`src/rtl/mc_pkg.sv`:
```
// rtl/mc_pkg.sv - shared state encoding, opcode and ALU code constants for the multicycle control FSM
package mc_pkg;

    typedef enum logic [3:0] {
        FETCH    = 4'd0,
        DECODE   = 4'd1,
        MEM_ADDR = 4'd2,
        MEM_RD   = 4'd3,
        MEM_WB   = 4'd4,
        MEM_WR   = 4'd5,
        R_EXEC   = 4'd6,
        I_EXEC   = 4'd7,
        ALU_WB   = 4'd8,
        BRANCH   = 4'd9,
        HALT     = 4'd10
    } state_t;

    localparam logic [6:0] OP_LW   = 7'b0000011;
    localparam logic [6:0] OP_SW   = 7'b0100011;
    localparam logic [6:0] OP_R    = 7'b0110011;
    localparam logic [6:0] OP_ADDI = 7'b0010011;
    localparam logic [6:0] OP_BR   = 7'b1100011;

    localparam logic [3:0] ALU_AND = 4'b0000;
    localparam logic [3:0] ALU_OR  = 4'b0001;
    localparam logic [3:0] ALU_ADD = 4'b0010;
    localparam logic [3:0] ALU_SUB = 4'b0110;

    // States whose exit back to FETCH completes an instruction
    function automatic logic is_terminal(input state_t s);
        return (s == MEM_WB) || (s == MEM_WR) || (s == ALU_WB) || (s == BRANCH);
    endfunction

endpackage

```
`src/rtl/alu_decoder.sv`:
```
// rtl/alu_decoder.sv - maps state and funct fields to the ALU control code and R-type legality
module alu_decoder
    import mc_pkg::*;
(
    input  state_t      state,
    input  logic [2:0]  funct3,
    input  logic        funct7_5,
    output logic [3:0]  alu_control,
    output logic        r_legal
);

    logic [3:0] r_op;

    always_comb begin
        r_legal = 1'b0;
        r_op    = ALU_ADD;
        case ({funct3, funct7_5})
            4'b0000: begin r_legal = 1'b1; r_op = ALU_ADD; end
            4'b0001: begin r_legal = 1'b1; r_op = ALU_SUB; end
            4'b1110: begin r_legal = 1'b1; r_op = ALU_AND; end
            4'b1100: begin r_legal = 1'b1; r_op = ALU_OR;  end
            default: ;
        endcase
    end

    always_comb begin
        alu_control = ALU_ADD;
        if (state == R_EXEC)
            alu_control = r_op;
        else if (state == BRANCH)
            alu_control = ALU_SUB;
    end

endmodule

```
`src/rtl/multicycle_control.sv`:
```
// rtl/multicycle_control.sv - main control FSM sequencing the shared multicycle RV32I-subset datapath
module multicycle_control
    import mc_pkg::*;
(
    input  logic        clk,
    input  logic        reset,
    input  logic [6:0]  opcode,
    input  logic [2:0]  funct3,
    input  logic        funct7_5,
    input  logic        zero,
    output logic        PCWrite,
    output logic        IorD,
    output logic        MemRead,
    output logic        MemWrite,
    output logic        IRWrite,
    output logic        MemtoReg,
    output logic        PCSource,
    output logic        ALUSrcA,
    output logic [1:0]  ALUSrcB,
    output logic        RegWrite,
    output logic [3:0]  ALUControl,
    output logic        illegal,
    output logic [3:0]  state,
    output logic [31:0] retired
);

    state_t     state_q;
    logic [3:0] dec_alu;
    logic       r_legal;

    alu_decoder u_alu_decoder (
        .state       (state_q),
        .funct3      (funct3),
        .funct7_5    (funct7_5),
        .alu_control (dec_alu),
        .r_legal     (r_legal)
    );

    always_ff @(posedge clk or negedge reset) begin
        if (!reset) begin
            state_q <= FETCH;
            retired <= 32'd0;
        end else begin
            if (is_terminal(state_q))
                retired <= retired + 32'd1;
            case (state_q)
                FETCH:    state_q <= DECODE;
                DECODE: begin
                    if ((opcode == OP_LW || opcode == OP_SW) && funct3 == 3'b010)
                        state_q <= MEM_ADDR;
                    else if (opcode == OP_R && r_legal)
                        state_q <= R_EXEC;
                    else if (opcode == OP_ADDI && funct3 == 3'b000)
                        state_q <= I_EXEC;
                    else if (opcode == OP_BR)
                        state_q <= BRANCH;
                    else
                        state_q <= HALT;
                end
                MEM_ADDR: state_q <= (opcode == OP_LW) ? MEM_RD : MEM_WR;
                MEM_RD:   state_q <= MEM_WB;
                R_EXEC:   state_q <= ALU_WB;
                I_EXEC:   state_q <= ALU_WB;
                MEM_WB:   state_q <= FETCH;
                MEM_WR:   state_q <= FETCH;
                ALU_WB:   state_q <= FETCH;
                BRANCH:   state_q <= FETCH;
                default:  state_q <= HALT;
            endcase
        end
    end

    // Strobes are gated by reset combinationally so nothing fires while it is held
    always_comb begin
        PCWrite  = 1'b0;
        IorD     = 1'b0;
        MemRead  = 1'b0;
        MemWrite = 1'b0;
        IRWrite  = 1'b0;
        MemtoReg = 1'b0;
        PCSource = 1'b0;
        ALUSrcA  = 1'b0;
        ALUSrcB  = 2'b00;
        RegWrite = 1'b0;
        illegal  = 1'b0;
        if (reset) begin
            case (state_q)
                FETCH: begin
                    MemRead = 1'b1;
                    IRWrite = 1'b1;
                    PCWrite = 1'b1;
                    ALUSrcB = 2'b01;
                end
                DECODE:   ALUSrcB = 2'b10;
                MEM_ADDR: begin ALUSrcA = 1'b1; ALUSrcB = 2'b10; end
                MEM_RD:   begin MemRead = 1'b1; IorD = 1'b1; end
                MEM_WB:   begin RegWrite = 1'b1; MemtoReg = 1'b1; end
                MEM_WR:   begin MemWrite = 1'b1; IorD = 1'b1; end
                R_EXEC:   ALUSrcA = 1'b1;
                I_EXEC:   begin ALUSrcA = 1'b1; ALUSrcB = 2'b10; end
                ALU_WB:   RegWrite = 1'b1;
                BRANCH: begin
                    ALUSrcA  = 1'b1;
                    PCSource = 1'b1;
                    PCWrite  = (funct3 == 3'b000) ? zero :
                               (funct3 == 3'b001) ? ~zero : 1'b0;
                end
                HALT:     illegal = 1'b1;
                default:  ;
            endcase
        end
    end

    assign ALUControl = reset ? dec_alu : ALU_ADD;
    assign state      = state_q;

endmodule
```
`config.mk`:
```
export PLATFORM = sky130hd
export DESIGN_NAME = multicycle_control
export DESIGN_NICKNAME = d
export VERILOG_FILES = /design/src/rtl/mc_pkg.sv /design/src/rtl/alu_decoder.sv /design/src/rtl/multicycle_control.sv
export SDC_FILE = /design/constraint.sdc
export NUM_CORES = 1
export LEC_CHECK = 0
export ABC_AREA = 1
export CAP_MARGIN = 20
export CORE_UTILIZATION = 49
export DETAILED_ROUTE_END_ITERATION = 16
export GPL_ROUTABILITY_DRIVEN = 1
export PLACE_DENSITY_LB_ADDON = 0.25
export SYNTH_ARGS = -nofsm -noshare
export SYNTH_HDL_FRONTEND = slang
export SYNTH_SLANG_ARGS = --single-unit
```
`constraint.sdc`:
```
create_clock -name clk -period 2 [get_ports clk]
set_input_delay 0.3 -clock clk [delete_from_list [all_inputs] [get_ports clk]]
set_output_delay 0.3 -clock clk [all_outputs]
set_load 0.01 [all_outputs]
```
[Word-level counts from Yosys, hierarchy flattened]
Cells that the tools add are included.
Storage, ports and cells
  input port bits: 14
  memory bits (read-only): 0
  bits in writable memories: 0
  flip-flop bits (word level): 36
  bits in latches: 0
  output and inout bits: 52
  memories: 0
Cells by class
  shifts and indexed selects: 0
  add/subtract/negate cells: 1
  reduce and logical (&&, ||, !) cells: 18
  magnitude comparators: 0
  equal/unequal tests: 20
  bitwise operators: 1
  multiplexer cells: 35
  div/mod/pow operators: 0
  multipliers: 0
Operators by type and width (number)
  $add A32 B1 Y32 const B: 1
  $pmux W4 S6: 1
  $mux W1: 22
  $eq A4 B4 Y1 const B: 5
  $mux W4: 5
  $eq A4 B3 Y1 const B: 4
  $eq A7 B6 Y1 const B: 2
  $reduce_or A4 Y1: 3
  $pmux W3 S3: 1
  $eq A4 B1 Y1 const B: 2
  $eq A4 B2 Y1 const B: 2
  $logic_not A4 Y1: 2
  $reduce_or A2 Y1: 4
  $eq A7 B2 Y1 const B: 1
  $eq A7 B5 Y1 const B: 1
  $eq A7 B7 Y1 const B: 1
  $mux W3: 2
  $logic_or A1 B1 Y1: 4
  $mux W2: 2
  $pmux W2 S2: 1
  $eq A3 B1 Y1 const B: 1
  $eq A3 B2 Y1 const B: 1
  $logic_and A1 B1 Y1: 3
  $logic_not A3 Y1: 1
  3 further kinds: 3

[Longest topological paths before layout]
  word-level depth: 7
  gate-level depth with buffers: 10
  gate-level depth less buffers: 10

[Modules after synthesis]
From an unflattened synthesis, not the netlist that was laid out.
Second synthesis, totals
  cells, all modules: 381
  area total of the unflattened synthesis: 2556.2 um^2
Modules (own cells, without submodules)
  multicycle_control: instances 1, area an instance 2434.8 um^2, cells an instance 355, sequential area each 900.9 um^2
  alu_decoder: instances 1, area an instance 121.4 um^2, cells an instance 26, sequential area each 0.0 um^2

[Worst setup path after synthesis]
No wires, ideal clock.
  kind: register to output
  start point: reg state_q[3] (netlist: state[3])
  end point: out RegWrite
  cell stages (with the launch flop): 10
  path buffers: 2
  setup slack: 0.405 ns
  required time: 1.700 ns
  arrival: 1.295 ns
  cells stage by stage: dfrtp_1 > inv_1 > nand2_2 > nand2_1 > nand2_2 > buf_6 > inv_2 > buf_6 > nand3_1 > inv_1
On the way
  longest elaborated chain between the ends: 4
Ends and longest elaborated chain
  from (decl): RTL line multicycle_control.sv:27  | state_t state_q;
  from (signal assigned): RTL line multicycle_control.sv:60  | MEM_ADDR: state_q <= (opcode == OP_LW) ? MEM_RD : MEM_WR;
  $eq A4 B3 Y1 or $eq A4 B4 Y1 (tied branches): RTL line multicycle_control.sv:87  | case (state_q)
  $reduce_or A2 Y1 (no line) (*)
  $mux W1 (*): RTL line multicycle_control.sv:87
  $mux W1 (*): RTL line multicycle_control.sv:86  | if (reset) begin
  to (decl): RTL line multicycle_control.sv:20  | output logic RegWrite,
Every way passes the cells marked *; elsewhere a longest branch is shown, timed or not.

[Final worst setup path]
  start point: reg state_q[2] (netlist: state[2])
  end point: out ALUSrcA
On the way
  longest elaborated chain between the ends: 4
Ends and longest elaborated chain
  $eq A4 B4 Y1 (tied with other cells): RTL line multicycle_control.sv:87
  $reduce_or A4 Y1 (no line) (*)
  $mux W1 (*): RTL line multicycle_control.sv:87
  $mux W1 (*): RTL line multicycle_control.sv:86
  to (decl): RTL line multicycle_control.sv:18  | output logic ALUSrcA,
Marked as above.

==> results.md <==
* Synth Flop Type: dfrtp_1
* GRT overflow at 0
* Initial antenna violation count at 0
* Syn Nets at 390
* Final #Nets at 472
* FFs w/ async S/R, synth at 100%
* Util after Layout at 70.5%
* Cells after synthesis at 375
* Ys Warns at 0
* Number of flops mapped to enable cells by yosys at 0
* Flops & latches, synth at 36
* IO buf count at 64
* Final GP Congestion at 0.906
* # hold bufs at CTS at 0
* CTS tree: built
* Hold WC Path Type: input port to async pin
* Share of cells above drive strength 1 at 13.3%
* Starting Density at 52.2%
* Area grow syn2layout at 34.9%
* Static leakage at 1.58 nW
* Top cells by area, synth: dfrtp_1 36%, nand2_1 21%, nor2_1 8.1%, inv_1 5.2%, nand3_1 5.2%
* DPL Wire Length at 5.14 mm
* Top cell type's share of synthesized area at 35.8%
* Worst VDD drop at 0.000684 V
* Crit path arrival time at 1.63 ns
* Min Tclk post-route at 1.93 ns
* Max Freq at 517 MHz
* Dpl cells at 514
* 1st-pass router iterations at 4
* Post-Syn Area per Cell at 6.71 um2
* Die area at 0.00543 mm2
* Distinct cell type count after synthesis at 29
* Layout Skew at 0.0128 ns
* Post-route ant nets at 0
* Rows at 25
* N_diodes at 0
* CP startpoint kind: flip-flop
* Die width at 73.7 um
* TritonCTS Sinks at 36
* Io pins at 66
* Core footprint at 0.00482 mm2
* Largest net degree at the start of global routing at 28
* Pwr dens at 810 mW/mm2
* Number of max-cap violations at 0
* Clock buffer count from CTS at 5
* Max FO, Critical Path at 4
* Post-Syn Area at 0.00252 mm2
* # H-tree levels at 2
* Reg2reg start: state[2]$_DFF_PN0_
* Seq/Total Area, Yosys at 35.8%
* Starting DRT DRC Count at 178
* Die extent in y at 73.7 um
* Area leader, netlist: dfrtp_1
* Routed len/inst at 12.7 um
* # fillers at 428
* Vias per cell at 4.96
* Routed WL at 6.66 mm
* DRC at 0
* Clock Path Buffers at 2
* Status: completed
* Origin of the worst setup path: state[2]$_DFF_PN0_
* Finished Layout Cells at 525
* Final Cell Area at 0.00339 mm2
* Max Slew Vio Count at 0
* Critical path required time at 1.70 ns
* Worst setup EP type: output port
* Hold Violations, Final at 0
* Vias at 2602
* Clock-pin slew of the registers on the worst-case setup and hold paths at 0.08 ns
* GRT Util Overall at 27.1%
* Root Buffer: clkbuf_8
* Global-route wire length before repair at 11.3 mm
* Final Setup Violations at 0
* Period utilization at 96.6%
* Vias in the first global route at 2531
* Dpl cell area at 0.00329 mm2
* Worst skew pair latency at 0.30 ns
* Critical path class: flip-flop to output port
cells in the final DEF (no fill, tap or decap), types with 2 or more instances in the layout:
master and instances:
nand2_1 138, nor2_1 52, clkdlybuf4s50_1 49, dfrtp_1 36, inv_1 33, nand3_1 26, buf_4 16, dlygate4sd2_1 12
nand2_2 11, xor2_1 11, nor3_1 9, nand4_1 8, nor2_2 7, nor2_4 6, xnor2_1 6, clkbuf_8 5
inv_2 4, o21ai_0 4, nand3b_1 3, clkinv_2 3, a21oi_1 3, o31ai_1 2
routing by layer:
| layer | up-vias | routed length, um | global-route usage (%) |
|---|---|---|---|
| li1 | 1331 | - | - |
| met1 | 1198 | 3010 | 34.4 |
| met2 | 66 | 3290 | 47.9 |
| met3 | 7 | 307 | 4.12 |
| met4 | 0 | 56 | 7.05 |
| met5 | - | 0 | 0 |
critical path: stages, from the launching register on:
cell and delay, ns:
dfrtp_1 0.41, inv_1 0.11, nand2_2 0.09, buf_4 0.15
nor2_2 0.12, o21ai_0 0.11, nand2_1 0.08, dlygate4sd2_1 0.28
cell type report:
type                       instances  area, um2  share of cell area, %
clock buffer                       5       68.8                   2.03
clock inverter                     3       18.8                  0.553
inverter                          38        144                   4.24
multi-input combinational        296       1440                   42.5
sequential                        36        901                   26.5
tap                               67       83.8                   2.47
timing repair buffer              80        736                   21.7
worst paths after layout:
path / endpoint / slack (ns) / cells past startpoint
max: ALUSrcA / 0.07 / 7
min: retired[29]$_DFFE_PN0P_ / 0.03 / 2
min in group clk: retired[31]$_DFFE_PN0P_ / 0.51 / 2
min reg2reg: retired[31]$_DFFE_PN0P_ / 0.51 / 2
max in group asynchronous: retired[26]$_DFFE_PN0P_ / 1.63 / 2
max reg2reg: retired[18]$_DFFE_PN0P_ / 0.36 / 8
logic make-up (layout without fill, tap and decap cells):
logic type      Yosys count  after routing  share of synthesized area, %
fa+ha+maj                 1              1                         0.497
flops                    36             36                          35.8
xor+xnor                 17             17                          5.92
compound gates           11             11                          2.49
buf+inv                  43            126                          7.46
other cells               1              1                         0.149
simple gates            266            266                          47.7
power by group:
part	total (mW)	internal (mW)	switching, mW
clock	0.526	0.243	0.284
combinational	1.29	0.549	0.738
sequential	0.937	0.818	0.119
total	2.75	1.61	1.14
per-stage QoR:
| step | setup WS, ns | TNS (ns) | hold slack, ns | power [mW] |
|---|---|---|---|---|
| detailed placement | -0.141 | -0.340 | 0.350 | 2.20 |
| global placement | -0.113 | -0.232 | 0.342 | 2.18 |
| finish | 0.0672 | 0 | 0.0276 | 2.75 |
| CTS | 0.00919 | 0 | 0.0340 | 2.72 |
| global route | -0.00823 | -0.0109 | 0.0563 | 2.92 |
| floorplan | 0.405 | 0 | 0.00441 | 1.63 |
timing repair:
action	CTS	global route
gates resized for setup	21	4
setup buffers	1	2
gates cloned	0	0
pin swaps	0	1
setup endpoints to repair	14	6
state kept, by name, indices dropped and copies added (netlist names):
register	count
state	4
retired	32
cell usage after synthesis, drive strengths merged, types with 3 or more instances:
| master | n |
|---|---|
| nand2 | 150 |
| nor2 | 66 |
| inv | 37 |
| dfrtp | 36 |
| nand3 | 27 |
| nor3 | 11 |
| xor2 | 11 |
| nand4 | 8 |
| xnor2 | 6 |
| buf | 5 |
| o21ai | 5 |
| a21oi | 3 |
| nand3b | 3 |
Note: power is estimated with default switching activity, not from simulation.
